$ cat src/rtl/repeated_adder.sv
// Purpose: unsigned N x N multiplier that adds A to an accumulator B times.
// Latency: done rises B+1 cycles after start is sampled (1 to 2^N cycles).
// Backpressure: none; start is ignored while busy, and the result holds until the next start.
//
// Ports:
//   i_clk      single clock; state changes on the rising edge
//   i_reset    asynchronous, active-high reset
//   i_start    begins a multiplication; sampled in IDLE or DONE, ignored in CALC
//   i_a        multiplicand, unsigned, N bits
//   i_b        multiplier and repeat count, unsigned, N bits
//   o_product  registered result A*B, 2N bits
//   o_done     high while o_product holds a valid result
module repeated_adder #(
  parameter int N = 4
) (
  input  logic           i_clk,
  input  logic           i_reset,
  input  logic           i_start,
  input  logic [N-1:0]   i_a,
  input  logic [N-1:0]   i_b,
  output logic [2*N-1:0] o_product,
  output logic           o_done
);

  typedef enum logic [1:0] {
    S_IDLE = 2'd0,
    S_CALC = 2'd1,
    S_DONE = 2'd2
  } state_t;

  state_t         r_state;
  state_t         w_next_state;
  logic [N-1:0]   r_a;
  logic [N-1:0]   r_cnt;
  logic [2*N-1:0] r_product;
  logic           r_done;

  logic [N-1:0]   w_a;
  logic [N-1:0]   w_cnt;
  logic [2*N-1:0] w_product;
  logic           w_done;

  always_ff @(posedge i_clk or posedge i_reset) begin
    if (i_reset) begin
      r_state   <= S_IDLE;
      r_a       <= '0;
      r_cnt     <= '0;
      r_product <= '0;
      r_done    <= 1'b0;
    end else begin
      r_state   <= w_next_state;
      r_a       <= w_a;
      r_cnt     <= w_cnt;
      r_product <= w_product;
      r_done    <= w_done;
    end
  end

  always_comb begin
    w_next_state = r_state;
    w_a          = r_a;
    w_cnt        = r_cnt;
    w_product    = r_product;
    w_done       = r_done;
    case (r_state)
      // A start taken from DONE clears done on the same edge, so results
      // can be requested back to back without passing through IDLE.
      S_IDLE, S_DONE: begin
        if (i_start) begin
          w_a          = i_a;
          w_cnt        = i_b;
          w_product    = '0;
          w_done       = 1'b0;
          w_next_state = S_CALC;
        end
      end
      // One extra cycle is spent at cnt==0 to raise done, which gives the
      // B+1 latency; a 2N-bit accumulator cannot overflow for N-bit operands.
      S_CALC: begin
        if (r_cnt != '0) begin
          w_product = r_product + {{N{1'b0}}, r_a};
          w_cnt     = r_cnt - N'(1);
        end else begin
          w_done       = 1'b1;
          w_next_state = S_DONE;
        end
      end
      default: begin
        w_next_state = S_IDLE;
      end
    endcase
  end

  assign o_product = r_product;
  assign o_done    = r_done;

endmodule

$ cat config.mk
export PLATFORM = sky130hd
export DESIGN_NAME = repeated_adder
export DESIGN_NICKNAME = d
export VERILOG_FILES = /design/src/rtl/repeated_adder.sv
export SDC_FILE = /design/constraint.sdc
export NUM_CORES = 1
export LEC_CHECK = 0
export CORE_ASPECT_RATIO = 1.25
export CORE_MARGIN = 1.5
export CORE_UTILIZATION = 40
export CTS_CLUSTER_SIZE = 20
export DETAILED_ROUTE_END_ITERATION = 6
export RECOVER_POWER = 100
export SLEW_MARGIN = 25
export SYNTH_ARGS = -nofsm -noshare
export SYNTH_HDL_FRONTEND = slang
export SYNTH_SLANG_ARGS = --single-unit
$ cat constraint.sdc
create_clock -name i_clk -period 4.4 [get_ports i_clk]
set_input_delay 0.88 -clock i_clk [delete_from_list [all_inputs] [get_ports i_clk]]
set_output_delay 0.88 -clock i_clk [all_outputs]
set_load 0.005 [all_outputs]
# After elaboration in Yosys (flattened, before gate mapping)
# Cells that the tools add are included.
# op_classes
mux	12
n_addsub	2
eq_ne	5
n_reduce_logical	8
# ops
op	n
$mux W8	2
$pmux W8 S2	1
$add A8 B4 Y8	1
$mux W4	2
$pmux W4 S2	1
$ne A2 B2 Y1 const B	3
$reduce_and A3 Y1	2
$mux W2	2
$pmux W2 S2	1
$reduce_and A2 Y1	2
$reduce_bool A4 Y1	1
$sub A4 B1 Y4 const B	1
$eq A2 B1 Y1 const B	1
$eq A2 B2 Y1 const B	1
$logic_not A2 Y1	1
$mux W1	2
$pmux W1 S2	1
$reduce_bool A2 Y1	1
$reduce_or A2 Y1	1
# totals
out_inout_bits	9
word_cells	32
reg_bits	19
inputBits	11

# Depth between registers and ports, before layout
# depth
depth_word	4
mapped_depth	7
ltp_nobuf	6

# Worst setup path before layout
# Ideal clock, no wire load.
# synth_timing
path_kind	input to register
startpoint	input i_start
endpoint	register r_product[4], in the netlist o_product[4]
setup_ns	0.066
cell_stages	4
t_arrival_ns	1.726
slack_ns	2.608
required_time_ns	4.334
n_path_buf	1
path_cell_list	and2b_1 clkbuf_1 or4_1 nand2_1
# synth_via
elab_chain_cells	2
# synth_lines
element	line	text
from (decl)	18	input logic i_start,
$ne A2 B2 Y1 (no line)	n/a	
$reduce_and A3 Y1 (no line)	n/a	
to (signal assigned)	54	r_product <= w_product;
to (decl)	35	logic [2*N-1:0] r_product;
# No other way between the ends.
# A chain may end at the register's enable or synchronous reset.

# Worst setup path after layout
# layout_timing
startpoint	input i_start
endpoint	register r_cnt[0]
# layout_via
elab_chain_cells	2
# layout_lines
element	line	text
$ne A2 B2 Y1 (no line)	n/a	
$reduce_and A3 Y1 (no line)	n/a	
to (signal assigned)	53	r_cnt <= w_cnt;
to (decl)	34	logic [N-1:0] r_cnt;
# No other way between the ends.

==> impl_metrics.yaml <==
sta:
  period_needed_ps: 2709
  setup_tns_ps: 0
  tightest_slew_ps: 867.6
  maxSlewHeadroom_pct: 41.55
  clock.fmax_mhz: 369.1
  drv_slew: 0
  rsz0062_at_grt: "false"
  finalSetupViolCount: 0
  finClkSkew_ps: 7.283
  fin_crit_sh_pct: 61.58
  hold_viol: 0
critical_path:
  crit_family: "compound AO/OA/AOI/OAI gates"
  reg2reg_setup_slack_ps: 2290
  cp_slowest_cell: "dlygate4sd3_1"
  crit_fanout: 16
  cp.required_ps: 4640
  worstSetupPathType: "primary input to flop"
  startpoint_type: "primary input"
  worstPathArrival_ps: 2950
  crit_path_cell_trace: "dlygate4sd3_1, nand2b_1, o21ai_0, mux2_1, a21oi_1"
  cpPeakStageDelay_ps: 570
  crit_buf_inv: 1
  worst_setup_path_end_kind: "flop"
route:
  final_antenna_net_count: 0
  routed_wl_um: 1985
  drt_iter0_markers: 14
  dr.pass1.iters: 3
  routedWlPerCell_um: 12.81
  routed_via_density: 5.252
  drc: 0
  vias: 814
power:
  leakage_nw: 0.6219
  irDropWorstVdd_mv: 0.3459
  cellPowerDensity_mw_per_mm2: 687.2
  power_mw: 0.8632
floorplan:
  rows: 20
  core-area_mm2: 0.002452
  ios: 20
  die_w_um: 48.55
  die_height_um: 59.94
  start_util_pct: 42.30
  die_area_mm2: 0.002910
clock_tree:
  cts_hold_buf: 0
  clock_sinks: 19
  htree_levels: 1
  clock_latency_ps: 300
  cts-root-buf: "clkbuf_4"
  clk_pin_slew_worst_paths_ps: 110
  cts_buffers: 3
  clock_path_buffers: 2
  cts-resized-gates: 0
  cts_tree: "done"
  cts_setup_buffers: 0
finish:
  n_antenna_cell: 0
  final_util_pct: 51.22
  fill_cells: 262
  fin_nets: 140
  area_delta_synth_final_pct: 21.11
  drive_gt1_share_pct: 4.918
logic_synthesis:
  synth-compound-area-share_pct: 19.42
  synthFlopType: "dfrtp_1"
  yosys.area_share.adder_pct: 7.961
  yosysSeqAreaShare_pct: 45.84
  synth_top_family_by_area: "simple AND/OR/NAND/NOR gates"
  ys_types: 37
  syn_inst: 104
  yosys_warnings: 0
  synth-edff-count: 0
  syn-num-nets: 121
  async_flop_share_pct: 100.0
  synth.area.mux_share_pct: 1.086
  yosys.area_share.xor_xnor_pct: 1.689
  synth_area_mm2: 0.001037
  synthSimpleGateAreaFrac_pct: 19.54
  ys_ff_latch: 19
  avgSynthCellArea_um2: 9.974
run:
  max_cap_violations: 0
placement:
  place_hpwl_um: 1394
  gp_congestion: 0.7733
  portBuffers: 19
global_routing:
  grt-ovfl-total: 0
  grt_pass1_vias: 800
  grt_pass1_wl_um: 3525
  antenna_found_initial: 0
  grt_usage_pct: 16.11
  grt_max_degree: 20
worst_hold_path:
  min_path_type: "flop to flop"
status:
  status: "complete, no violations"
cell usage after synthesis (3+ instances only):
cell | n | share of area [%]
dfrtp_1 | 19 | 46
a31oi_1 | 3 | 1.8
nand3_1 | 5 | 2.4
nand2_1 | 21 | 7.6
a21oi_1 | 4 | 1.9
ha_1 | 5 | 6.0
nor2_1 | 5 | 1.8
placed cells by master, fill, tap and decap left out, types with 3 or more instances in the layout:
cell	count
a21oi_1	4
a31oi_1	3
clkbuf_4	3
clkdlybuf4s50_1	8
dfrtp_1	19
dlygate4sd3_1	11
ha_1	5
nand2_1	21
nand3_1	5
nor2_1	5
o21ai_0	5
layout make-up:
cell class	count	area, µm²	share of cell area (%)
Inverter	3	11.26	0.8964
Sequential cell	19	475.5	37.85
Multi-Input combinational cell	77	511.7	40.74
Clock buffer	4	26.28	2.092
Timing Repair Buffer	19	190.2	15.14
Tap cell	33	41.29	3.287
sequential cells by signal (all words and copies together), names as in the netlist:
register   count
o_product      8
o_done         1
r_cnt          4
r_state        2
r_a            4
final timing paths:
kind / startpoint / end / cells past startpoint
max reg2reg: r_cnt[0] / r_cnt[0] / 6
max: i_start / r_cnt[0] / 5
min in group asynchronous: i_reset / o_done / 2
min: r_cnt[0] / r_cnt[0] / 1
max in group asynchronous: i_reset / o_product[3] / 2
min reg2reg: r_cnt[0] / r_cnt[0] / 1
logic make-up (layout without fill, tap and decap cells):
kind of cell,after synthesis,in the layout
simple gates,40,40
compound gates,28,28
flops,19,19
buf+inv,8,26
fa+ha+maj,6,6
xor+xnor,2,2
mux,1,1
report_power, final:
group	leakage, nW	switching [mW]	total, mW	internal [mW]
combinational	0.368	0.241	0.456	0.215
sequential	0.239	0.0657	0.318	0.252
clock	0.0150	0.0542	0.0896	0.0354
metrics by stage:
step | worst slack (ps) | hold slack, ps | cells | instance area (µm²)
finish | 1691 | 461.4 | 155 | 1256
global route | 1530 | 506.1 | 155 | 1256
CTS | 2117 | 468.0 | 155 | 1260
detailed placement | 1786 | 452.5 | 151 | 1234
global placement | 1843 | 447.4 | 151 | 1234
floorplan | 2608 | 434.8 | 104 | 1037
routing by layer:
layer,track usage (%),part of all wire (%)
met3,2.500,2.6
met4,9.796,2.6
met5,0,0
met1,18.81,44
met2,28.37,50
No activity file was read; power rests on OpenSTA's default activity.
